## src/rtl/mem_copy.sv

```systemverilog
// Word-by-word copy engine driving a 2-port RAM with 1-cycle read latency.
// Reads stream from the source region; writes trail them by one cycle.
module mem_copy #(
  parameter int ADDR_BITS = 3,
  parameter int WORD_BITS = 8,
  parameter int NUM_WORDS = 2 ** ADDR_BITS
) (
  input  logic                 in_clk,
  input  logic                 in_rst,
  input  logic                 in_start,
  input  logic [ADDR_BITS-1:0] in_src_addr,
  input  logic [ADDR_BITS-1:0] in_dst_addr,
  input  logic [ADDR_BITS:0]   in_len,
  output logic                 out_busy,
  output logic                 out_done,
  output logic                 out_rd_ena,
  output logic [ADDR_BITS-1:0] out_rd_addr,
  input  logic [WORD_BITS-1:0] in_rd_data,
  output logic                 out_wr_ena,
  output logic [ADDR_BITS-1:0] out_wr_addr,
  output logic [WORD_BITS-1:0] out_wr_data
);

  typedef enum logic [1:0] {IDLE, READ, DRAIN, DONE} state_t;

  localparam logic [ADDR_BITS:0]   MAX_LEN   = (ADDR_BITS+1)'(NUM_WORDS);
  localparam logic [ADDR_BITS-1:0] LAST_ADDR = ADDR_BITS'(NUM_WORDS - 1);

  state_t               state;
  logic [ADDR_BITS:0]   cnt;
  logic [ADDR_BITS-1:0] dst_ptr;
  logic [ADDR_BITS-1:0] rd_addr_q;
  logic [ADDR_BITS-1:0] wr_addr_q;
  logic                 rd_ena_q;
  logic                 wr_ena_q;
  logic                 busy_q;
  logic                 done_q;
  logic [ADDR_BITS:0]   len_eff;

  function automatic logic [ADDR_BITS-1:0] next_addr(input logic [ADDR_BITS-1:0] a);
    return (a == LAST_ADDR) ? '0 : a + 1'b1;
  endfunction

  // Folds a start address into range when NUM_WORDS is not a power of two.
  function automatic logic [ADDR_BITS-1:0] fold_addr(input logic [ADDR_BITS-1:0] a);
    return ADDR_BITS'(32'(a) % NUM_WORDS);
  endfunction

  assign len_eff = (in_len > MAX_LEN) ? MAX_LEN : in_len;

  // cnt holds the number of reads still to issue after the current one.
  always_ff @(posedge in_clk) begin
    if (in_rst) begin
      state     <= IDLE;
      cnt       <= '0;
      dst_ptr   <= '0;
      rd_addr_q <= '0;
      wr_addr_q <= '0;
      rd_ena_q  <= 1'b0;
      wr_ena_q  <= 1'b0;
      busy_q    <= 1'b0;
      done_q    <= 1'b0;
    end else begin
      case (state)
        IDLE: begin
          if (in_start) begin
            busy_q <= 1'b1;
            if (len_eff == '0) begin
              state  <= DONE;
              done_q <= 1'b1;
            end else begin
              state     <= READ;
              rd_ena_q  <= 1'b1;
              rd_addr_q <= fold_addr(in_src_addr);
              dst_ptr   <= fold_addr(in_dst_addr);
              cnt       <= len_eff - 1'b1;
            end
          end
        end
        READ: begin
          wr_ena_q  <= 1'b1;
          wr_addr_q <= dst_ptr;
          dst_ptr   <= next_addr(dst_ptr);
          if (cnt == '0) begin
            state     <= DRAIN;
            rd_ena_q  <= 1'b0;
            rd_addr_q <= '0;
          end else begin
            rd_addr_q <= next_addr(rd_addr_q);
            cnt       <= cnt - 1'b1;
          end
        end
        DRAIN: begin
          wr_ena_q  <= 1'b0;
          wr_addr_q <= '0;
          done_q    <= 1'b1;
          state     <= DONE;
        end
        DONE: begin
          done_q <= 1'b0;
          busy_q <= 1'b0;
          state  <= IDLE;
        end
        default: state <= IDLE;
      endcase
    end
  end

  // Reset masks the outputs immediately so an in-flight write never lands.
  assign out_busy    = busy_q & ~in_rst;
  assign out_done    = done_q & ~in_rst;
  assign out_rd_ena  = rd_ena_q & ~in_rst;
  assign out_wr_ena  = wr_ena_q & ~in_rst;
  assign out_rd_addr = in_rst ? '0 : rd_addr_q;
  assign out_wr_addr = in_rst ? '0 : wr_addr_q;
  assign out_wr_data = in_rd_data;

endmodule

```

## config.mk

```make
export PLATFORM = sky130hd
export DESIGN_NAME = mem_copy
export DESIGN_NICKNAME = d
export VERILOG_FILES = /design/src/rtl/mem_copy.sv
export SDC_FILE = /design/constraint.sdc
export NUM_CORES = 1
export LEC_CHECK = 0
export ABC_CLOCK_PERIOD_IN_PS = 1800
export BUFFER_PORTS_ARGS = -buffer_cell sky130_fd_sc_hd__buf_2
export CORE_ASPECT_RATIO = 1.5
export CORE_MARGIN = 2
export CORE_UTILIZATION = 45
export DETAILED_ROUTE_END_ITERATION = 6
export GPL_ROUTABILITY_DRIVEN = 1
export PLACE_DENSITY = 0.74
export SYNTH_ARGS = -nofsm -noshare
export SYNTH_HDL_FRONTEND = slang
export SYNTH_SLANG_ARGS = --single-unit
```

## constraint.sdc

```tcl
create_clock -name in_clk -period 1.8 [get_ports in_clk]
set_input_delay 0.18 -clock in_clk [delete_from_list [all_inputs] [get_ports in_clk]]
set_output_delay 0.18 -clock in_clk [all_outputs]
set_load 0.05 [all_outputs]
```

==> summary.md, run 1 <==
| Metric | Value |
|---|---|
| Status | `finished clean` |
| Antenna Nets Post-Route | `0` |
| Design area | `1460 um2` |
| Setup-failing EPs final | `0` |
| Flop pwr share | `29.2%` |
| Max-Cap Viols | `0` |
| Placed insts | `188` |
| Final hold viol count | `0` |
| Synth Area per Inst | `9.10 um2` |
| Core area | `2680 um2` |
| First-pass GRT wire length | `4260 um` |
| Final non-filler cell total | `194` |
| Row cnt | `23` |
| Skew-Pair Late Insertion Delay | `260 ps` |
| Crit. End Element | `flip-flop` |
| Vias in the first global route | `1023` |
| Worst slew pin tran | `510 ps` |
| Clock power share | `12.0%` |
| Hold Path Class | `input pin to flip-flop` |
| HP Start | `in_start` |
| I/O Pins | `39` |
| CTS Hold Bufs | `0` |
| CP startpoint kind | `flip-flop` |
| Drt total wl | `2620 um` |
| Worst R2R Path Depth | `9` |
| Final period utilization | `94.0%` |
| Buffer depth of the longest clock path | `2` |
| CTS tree | `built` |
| CTS Buf Count | `3` |
| Flops & latches, synth | `19` |
| Synth Area in Simple Gates | `22.9%` |
| Sw Share | `45.7%` |
| Routed vias | `1044` |
| Critical Path Max Stage Delay | `340 ps` |
| Worst hold margin | `280 ps` |
| Ant. Diodes | `0` |
| Switching pwr | `1.19 mW` |
| Leak | `0.613 nW` |
| Final setup TNS | `0 ps` |
| GRT Util Overall | `18.2%` |
| Final core occ | `54.6%` |
| RR Endpoint | `cnt[2]` |
| R2r setup slk | `110 ps` |
| CP startpoint | `state[1]` |
| Remaining global-route overflow | `0` |
| WP data required | `1950 ps` |
| CTS clk-pin slew, worst paths | `80 ps` |
| Post-synth cell types | `37` |
| Final HPWL DP | `1970 um` |
| Critical path cell sequence | `inv_2 > ha_4 > nor3b_2 > a21oi_1 > ha_2 > buf_4 > nor3_1 > o311ai_1 > o21ai_1` |
| Layout fillers | `250` |
| Nets@finish | `188` |
| Initial DRC Count | `16` |
| Drc violations | `0` |
| Final Max Tran Viols | `0` |
| Syn Nets | `168` |
| RSZ-0062 raised after global routing | `no` |
| Internal | `1.42 mW` |
| Dpl cell area | `1390 um2` |
| Final GP Congestion | `0.859` |
| Die H | `68.7 um` |
| Total power | `2.61 mW` |
| TritonRoute pass-1 iters | `4` |
| Die X | `47.1 um` |
| Share of layout cells above drive strength 1 | `36.9%` |
| Fmax achieved | `591 MHz` |
| Setup CP Type | `flip-flop to flip-flop` |
| CP max-delay cell | `dfxtp_2` |
| Slew margin rel. | `65.9%` |
| Main combinational cell family by area after synthesis | `compound AO/OA/AOI/OAI gates` |
| Die ar. | `3240 um2` |
| Critical path arrival | `1840 ps` |
| Fin crit period | `1690 ps` |
| Worst-path fanout max | `8` |
| XOR/XNOR Fraction of Synth Area | `0%` |
| Antenna violations before repair | `0` |
| Post-synthesis sequential area ratio | `30.3%` |
| Vias per cell | `5.38` |
| Worst setup path end | `cnt[2]` |
| Pre-CTS setup slack | `19.5 ps` |
| Power Dens Cells | `1790 nW/um2` |
| Initial Util | `46.9%` |
| Compound-Gate Fraction of Synth Area | `25.5%` |
| Synth warn | `0` |
| H-tree levels | `1` |
| Syn-to-layout area delta | `16.2%` |
| Post-Syn Area | `1260 um2` |
| Clock Tree Root | `clkbuf_8` |
| Pin count of the biggest net entering global routing | `21` |
| Layout Skew | `1.86 ps` |
| Comb pwr share | `58.8%` |
| Reg2reg start | `state[1]` |
| Clock sinks | `19` |
| Post-synthesis adder-cell area fraction | `8.96%` |
| Port Buffers | `22` |
| Proportion of synthesized area in mux cells | `2.39%` |
| Final Worst Setup Slack | `108 ps` |
| Per-cell routed wire length | `13.5 um` |
| Max VDD drop | `0.841 mV` |
| Mapped Cells | `138` |
## cell families after synthesis
| kind of cell | after synthesis |
|---|---|
| fa+ha+maj | 9 |
| flops | 19 |
| buf+inv | 22 |
| mux | 3 |
| compound gates | 35 |
| simple gates | 50 |
## power groups by stage
stage | registers (mW) | clock network [mW] | logic [mW]
after floorplan | 0.725 | 0 | 1.24
after global placement | 0.755 | 0 | 1.44
after detailed placement | 0.769 | 0 | 1.49
after CTS | 0.764 | 0.314 | 1.50
after global routing | 0.785 | 0.323 | 1.70
final | 0.762 | 0.313 | 1.53
## critical path: cells and delay by family, from the launching register on
family	cells	cell delay, ps
AO/OA/AOI/OAI	3	540
adder cells (fa/ha/maj)	2	420
buffers and inverters	2	190
flip-flops	1	340
AND/OR/NAND/NOR	2	90
## layout make-up
cell class,instances,area [um2],share of cell area [%]
Multi-Input combinational cell,97,776,53.1
Sequential cell,19,383,26.2
Timing Repair Buffer,30,183,12.5
Tap cell,37,46.3,3.17
Clock buffer,3,41.3,2.83
Inverter,7,26.3,1.80
Clock inverter,1,5.00,0.343
## worst min-delay path by stage
| stage | endpoint | slack [ps] | depth (start not counted) |
|---|---|---|---|
| global placement | out_wr_data[3] | 360 | 0 |
| CTS | state[1] | 280 | 3 |
| floorplan | state[1] | 410 | 2 |
| finish | state[1] | 280 | 3 |
| global route | state[1] | 310 | 3 |
| detailed placement | out_wr_data[3] | 360 | 0 |
## synthesized netlist by cell type
cell type   n  area share (%)
buf_6       1            0.90
o41ai_4     1             2.2
a21oi_1    12             4.8
mux2i_1     3             2.4
nand2b_1    4             2.0
clkbuf_1    3            0.90
nor4b_1     1            0.70
nand3_1     1            0.40
a211oi_1    1            0.60
o21a_1      1            0.60
and3_1      1            0.50
a22oi_1     2             1.2
nor4_4      1             1.7
dfxtp_1    19              30
o21a_2      1            0.70
a311oi_2    2             2.4
inv_2       1            0.30
o21ai_1     2            0.80
nor2b_1    11             5.5
nand3b_1    3             1.8
buf_2       1            0.40
nor3_1      5             2.0
o21ai_0     1            0.40
or3_1       1            0.50
ha_1        9             9.0
buf_1       1            0.30
inv_1       6             1.8
o22ai_4     1             1.6
a211oi_2    8             8.0
nor3b_1     2             1.2
nor2_1     16             4.8
o311ai_1    1            0.70
o221ai_1    1            0.70
o221a_1     1            0.90
nand2_1     3            0.90
nor4_2      1             1.0
buf_4       9             5.4
## placed cells by master (no fill, tap or decap), types with 2 or more instances in the layout
cell type / count
a22oi_1: 2
dfxtp_1: 17
dfxtp_2: 2
nand2_1: 3
mux2i_1: 3
a21oi_1: 12
inv_1: 4
nand3b_1: 3
a211oi_2: 8
nand2b_1: 4
buf_2: 22
clkbuf_8: 3
ha_1: 7
nor3_1: 5
nor2_1: 16
buf_4: 7
o21ai_1: 2
nor2b_1: 11
inv_2: 3
a311oi_2: 2
nor3b_2: 2
## sequential cells by signal, summed over array words and instances, names as in the netlist
signal and cells:
state 2, rd_ena_q 1, cnt 4, busy_q 1
dst_ptr 3, wr_ena_q 1, done_q 1, rd_addr_q 3
wr_addr_q 3
## per-layer routing
layer  track usage (%)  share of wire, %  up-vias
li1                  -                 -      524
met1              19.1                42      498
met2              32.9                54       15
met3              2.60               2.4        7
met4              10.4               2.2        0
met5                 0                 0        -
## repair_timing
item	4_1_cts	5_1_grt
buffers inserted	0	2
pin swaps	0	2
endpoints found under the setup margin	1	2
gates resized for setup	1	4
Power figures use the tool's default switching activity.
==> run 2: changes to the inputs <==
- ABC_AREA: not set -> 1
- PLACE_DENSITY: 0.74 -> 0.75
==> run 2 against run 1 <==
Compared with the run above: routed wire length decreased by 3.4%; sequential power decreased by 8.5%; worst setup slack improved by 41 ps; clock skew decreased by 1.4 ps; critical path type unchanged; largest cell class unchanged.
==> summary.md, run 2 <==
| Metric | Value |
|---|---|
| Status | `finished clean` |
| Share of layout cells above drive strength 1 | `20.3% (-17 points)` |
| Max-Cap Viols | `0 (unchanged)` |
| CTS tree | `built` |
| GRT Util Overall | `18.5% (+0.29 points)` |
| Count leader, synth | `nand2_1` |
| Die ar. | `3150 um2 (-2.9%)` |
| Core area | `2620 um2 (-2.2%)` |
| Antenna Nets Post-Route | `0 (unchanged)` |
| Final GP Congestion | `0.799 (-7.0%)` |
| Sw Share | `48.9% (+3.2 points)` |
| Comb pwr share | `56.7% (-2.1 points)` |
| Die X | `46.5 um (-1.4%)` |
| R2r setup slk | `150 ps (+40 ps)` |
| Syn-to-layout area delta | `13.4%` |
| Asr flop ratio synth | `0% (unchanged)` |
| XOR/XNOR Fraction of Synth Area | `0.719% (+0.72 points)` |
| Clock sinks | `19 (unchanged)` |
| Power Dens Cells | `1680 nW/um2 (-5.8%)` |
| Reg2reg start | `state[0]` |
| CP startpoint kind | `flip-flop` |
| CTS Hold Bufs | `0 (unchanged)` |
| CTS clk-pin slew, worst paths | `70 ps (about the same)` |
| Layout Skew | `0.475 ps (-1.38 ps)` |
| Port Buffers | `22 (unchanged)` |
| Final period utilization | `91.7% (-2.3 points)` |
| Fmax achieved | `606 MHz (+2.5%)` |
| CTS Buf Count | `3 (unchanged)` |
| Hold Path Class | `input pin to flip-flop` |
| WP data required | `2000 ps (+50 ps)` |
| Clock power share | `13.3% (+1.3 points)` |
| Syn Nets | `215 (+28%)` |
| Layout fillers | `265 (+6.0%)` |
| Vias per cell | `4.66 (-13%)` |
| Proportion of synthesized area in mux cells | `0% (-2.4 points)` |
| Worst slew pin tran | `340 ps (-169 ps)` |
| Flops & latches, synth | `19 (unchanged)` |
| Switching pwr | `1.13 mW (-4.8%)` |
| Commonest cells post-synth | `nand2_1 (46), inv_1 (30), nor2_1 (23)` |
| HP Start | `in_src_addr[1]` |
| Final Max Tran Viols | `0 (unchanged)` |
| Worst R2R Path Depth | `9 (unchanged)` |
| Max VDD drop | `0.805 mV (-4.3%)` |
| Main combinational cell family by area after synthesis | `simple AND/OR/NAND/NOR gates` |
| Per-cell routed wire length | `10.6 um (-22%)` |
| Die H | `67.7 um (-1.5%)` |
| Leak | `0.709 nW (+16%)` |
| Initial DRC Count | `33 (+17)` |
| Pin count of the biggest net entering global routing | `16 (-24%)` |
| First-pass GRT wire length | `4180 um (-1.8%)` |
| Remaining global-route overflow | `0 (unchanged)` |
| Critical path cell sequence | `inv_1 > ha_2 > inv_2 > nor2_1 > a21oi_2 > nand2_4 > inv_1 > o21ai_0 > a21oi_1` |
| Cell repeated most along the worst path | `inv_1` |
| Internal | `1.19 mW (-16%)` |
| Synth Area per Inst | `6.58 um2 (-28%)` |
| Hold Path End | `rd_addr_q[1]` |
| Nets@finish | `233 (+24%)` |
| Drc violations | `0 (unchanged)` |
| Crit. End Element | `flip-flop` |
| Critical path arrival | `1850 ps (about the same)` |
| Post-synth cell types | `23 (-38%)` |
| Synth Area in Simple Gates | `28.0% (+5.0 points)` |
| Clock Tree Root | `clkbuf_8` |
| Buffer depth of the longest clock path | `2 (unchanged)` |
| Post-synthesis sequential area ratio | `31.2% (+0.96 points)` |
| Setup-failing EPs final | `0 (unchanged)` |
| Vias in the first global route | `1058 (+3.4%)` |
| Routed vias | `1114 (+6.7%)` |
| Post-synth EDFFs | `0 (unchanged)` |
| Total power | `2.32 mW (-11%)` |
| Initial Util | `46.5% (-0.45 points)` |
| RR Endpoint | `rd_addr_q[1]` |
| Synth top area cells | `dfxtp_1 (31%), nand2_1 (14%), ha_1 (9.2%)` |
| Synth warn | `0 (unchanged)` |
| Flop pwr share | `30.0% (+0.8 points)` |
| Setup CP Type | `flip-flop to flip-flop` |
| WHS Path Cells | `3 (unchanged)` |
| Multi-input gate area | `652 um2 (-16%)` |
| Post-synthesis adder-cell area fraction | `9.25% (+0.29 points)` |
| Reg with most FFs | `cnt` |
| Slew margin rel. | `77.3% (+11 points)` |
| Final hold viol count | `0 (unchanged)` |
| Post-Syn Area | `1220 um2 (-3.1%)` |
| H-tree levels | `1 (unchanged)` |
| Commonest non-fill, non-tap cell in the layout | `nand2_1` |
| I/O Pins | `39 (unchanged)` |
| Row cnt | `23 (unchanged)` |
| Commonest non-fill, non-tap cells in the layout | `nand2_1 (46), inv_1 (29), nor2_1 (22), buf_2 (22), dfxtp_1 (19)` |
| Drt total wl | `2530 um (-3.4%)` |
| Ant. Diodes | `0 (unchanged)` |
| Mapped Cells | `185 (+34%)` |
| Compound-Gate Fraction of Synth Area | `13.4% (-12 points)` |
| Cell taking the most area after synthesis | `dfxtp_1` |
| Critical Path Max Stage Delay | `410 ps (+70 ps)` |
| Final HPWL DP | `1880 um (-4.6%)` |
| Sequential Area | `380 um2 (-0.65%)` |
| Worst hold margin | `207 ps (-72.3 ps)` |
| Fin crit period | `1650 ps (-40.9 ps)` |
| Synth Flop Type | `dfxtp_1` |
| CP max-delay cell | `dfxtp_1` |
| Skew-Pair Late Insertion Delay | `260 ps (about the same)` |
| Post-synth top area share | `31.2% (+0.96 points)` |
| Worst-path fanout max | `12 (+4)` |
| Antenna violations before repair | `0 (unchanged)` |
| TritonRoute pass-1 iters | `4 (unchanged)` |
| Number of flip-flops in the largest register | `4 (unchanged)` |
-- run 2: timing repair --
action / CTS / global route
endpoints found under the setup margin: 1 / 5
buffers inserted: 0 / 0
gates resized for setup: 1 / 7
-- run 2: area by class of cell --
type	count	area share [%]
inverters	33	8.98
clock buffers	4	3.26
well taps	37	3.35
multi-input cells	121	47.2
repair buffers	25	9.61
flip-flops and latches	19	27.6
-- run 2: cells by family after synthesis --
family | count (synthesis)
flops | 19
xor+xnor | 1
fa+ha+maj | 9
simple gates | 82
buf+inv | 45
compound gates | 29
-- run 2: power groups by stage --
stage                     clock [mW]  combinational (mW)  sequential (mW)
after global routing           0.328                1.54            0.713
final                          0.309                1.32            0.697
after global placement             0                1.24            0.697
after floorplan                    0                1.09            0.670
after CTS                      0.314                1.28            0.691
after detailed placement           0                1.26            0.700
-- run 2: critical path: cells and delay by family, from the launching register on --
kind / cells / cell delay [ps]
AO/OA/AOI/OAI: 3 / 390
adder cells (fa/ha/maj): 1 / 220
buffers and inverters: 3 / 360
flip-flops: 1 / 410
AND/OR/NAND/NOR: 2 / 210
-- run 2: per-layer routing --
metal / vias up / routed length, um / GRT usage (%)
met3: 5 / 101 / 2.41
met2: 21 / 1300 / 31.4
met4: 0 / 60 / 10.7
met5: - / 0 / 0
met1: 491 / 1070 / 21.2
li1: 597 / - / -
-- run 2: through the flow --
step | TNS, ps | instances | utilization (%) | instance area, um2 | worst slack (ps)
after global routing | -0.920 | 239 | 52.7 | 1380 | -0.920
after floorplan | 0 | 185 | - | 1220 | 181
after global placement | 0 | 235 | 49.9 | 1310 | 62.3
after CTS | 0 | 239 | 51.7 | 1360 | 28.2
final | 0 | 239 | 52.7 | 1380 | 149
after detailed placement | 0 | 235 | 49.9 | 1310 | 18.8
-- run 2: worst max-delay path by stage --
stage	start	endpoint	slack (ps)	cells past startpoint
floorplan	state[1]	cnt[2]	180	12
global placement	state[1]	cnt[2]	60	11
detailed placement	state[1]	cnt[2]	20	11
CTS	state[1]	cnt[2]	30	11
global route	state[0]	rd_addr_q[1]	-0.9	9
finish	state[0]	rd_addr_q[1]	150	9
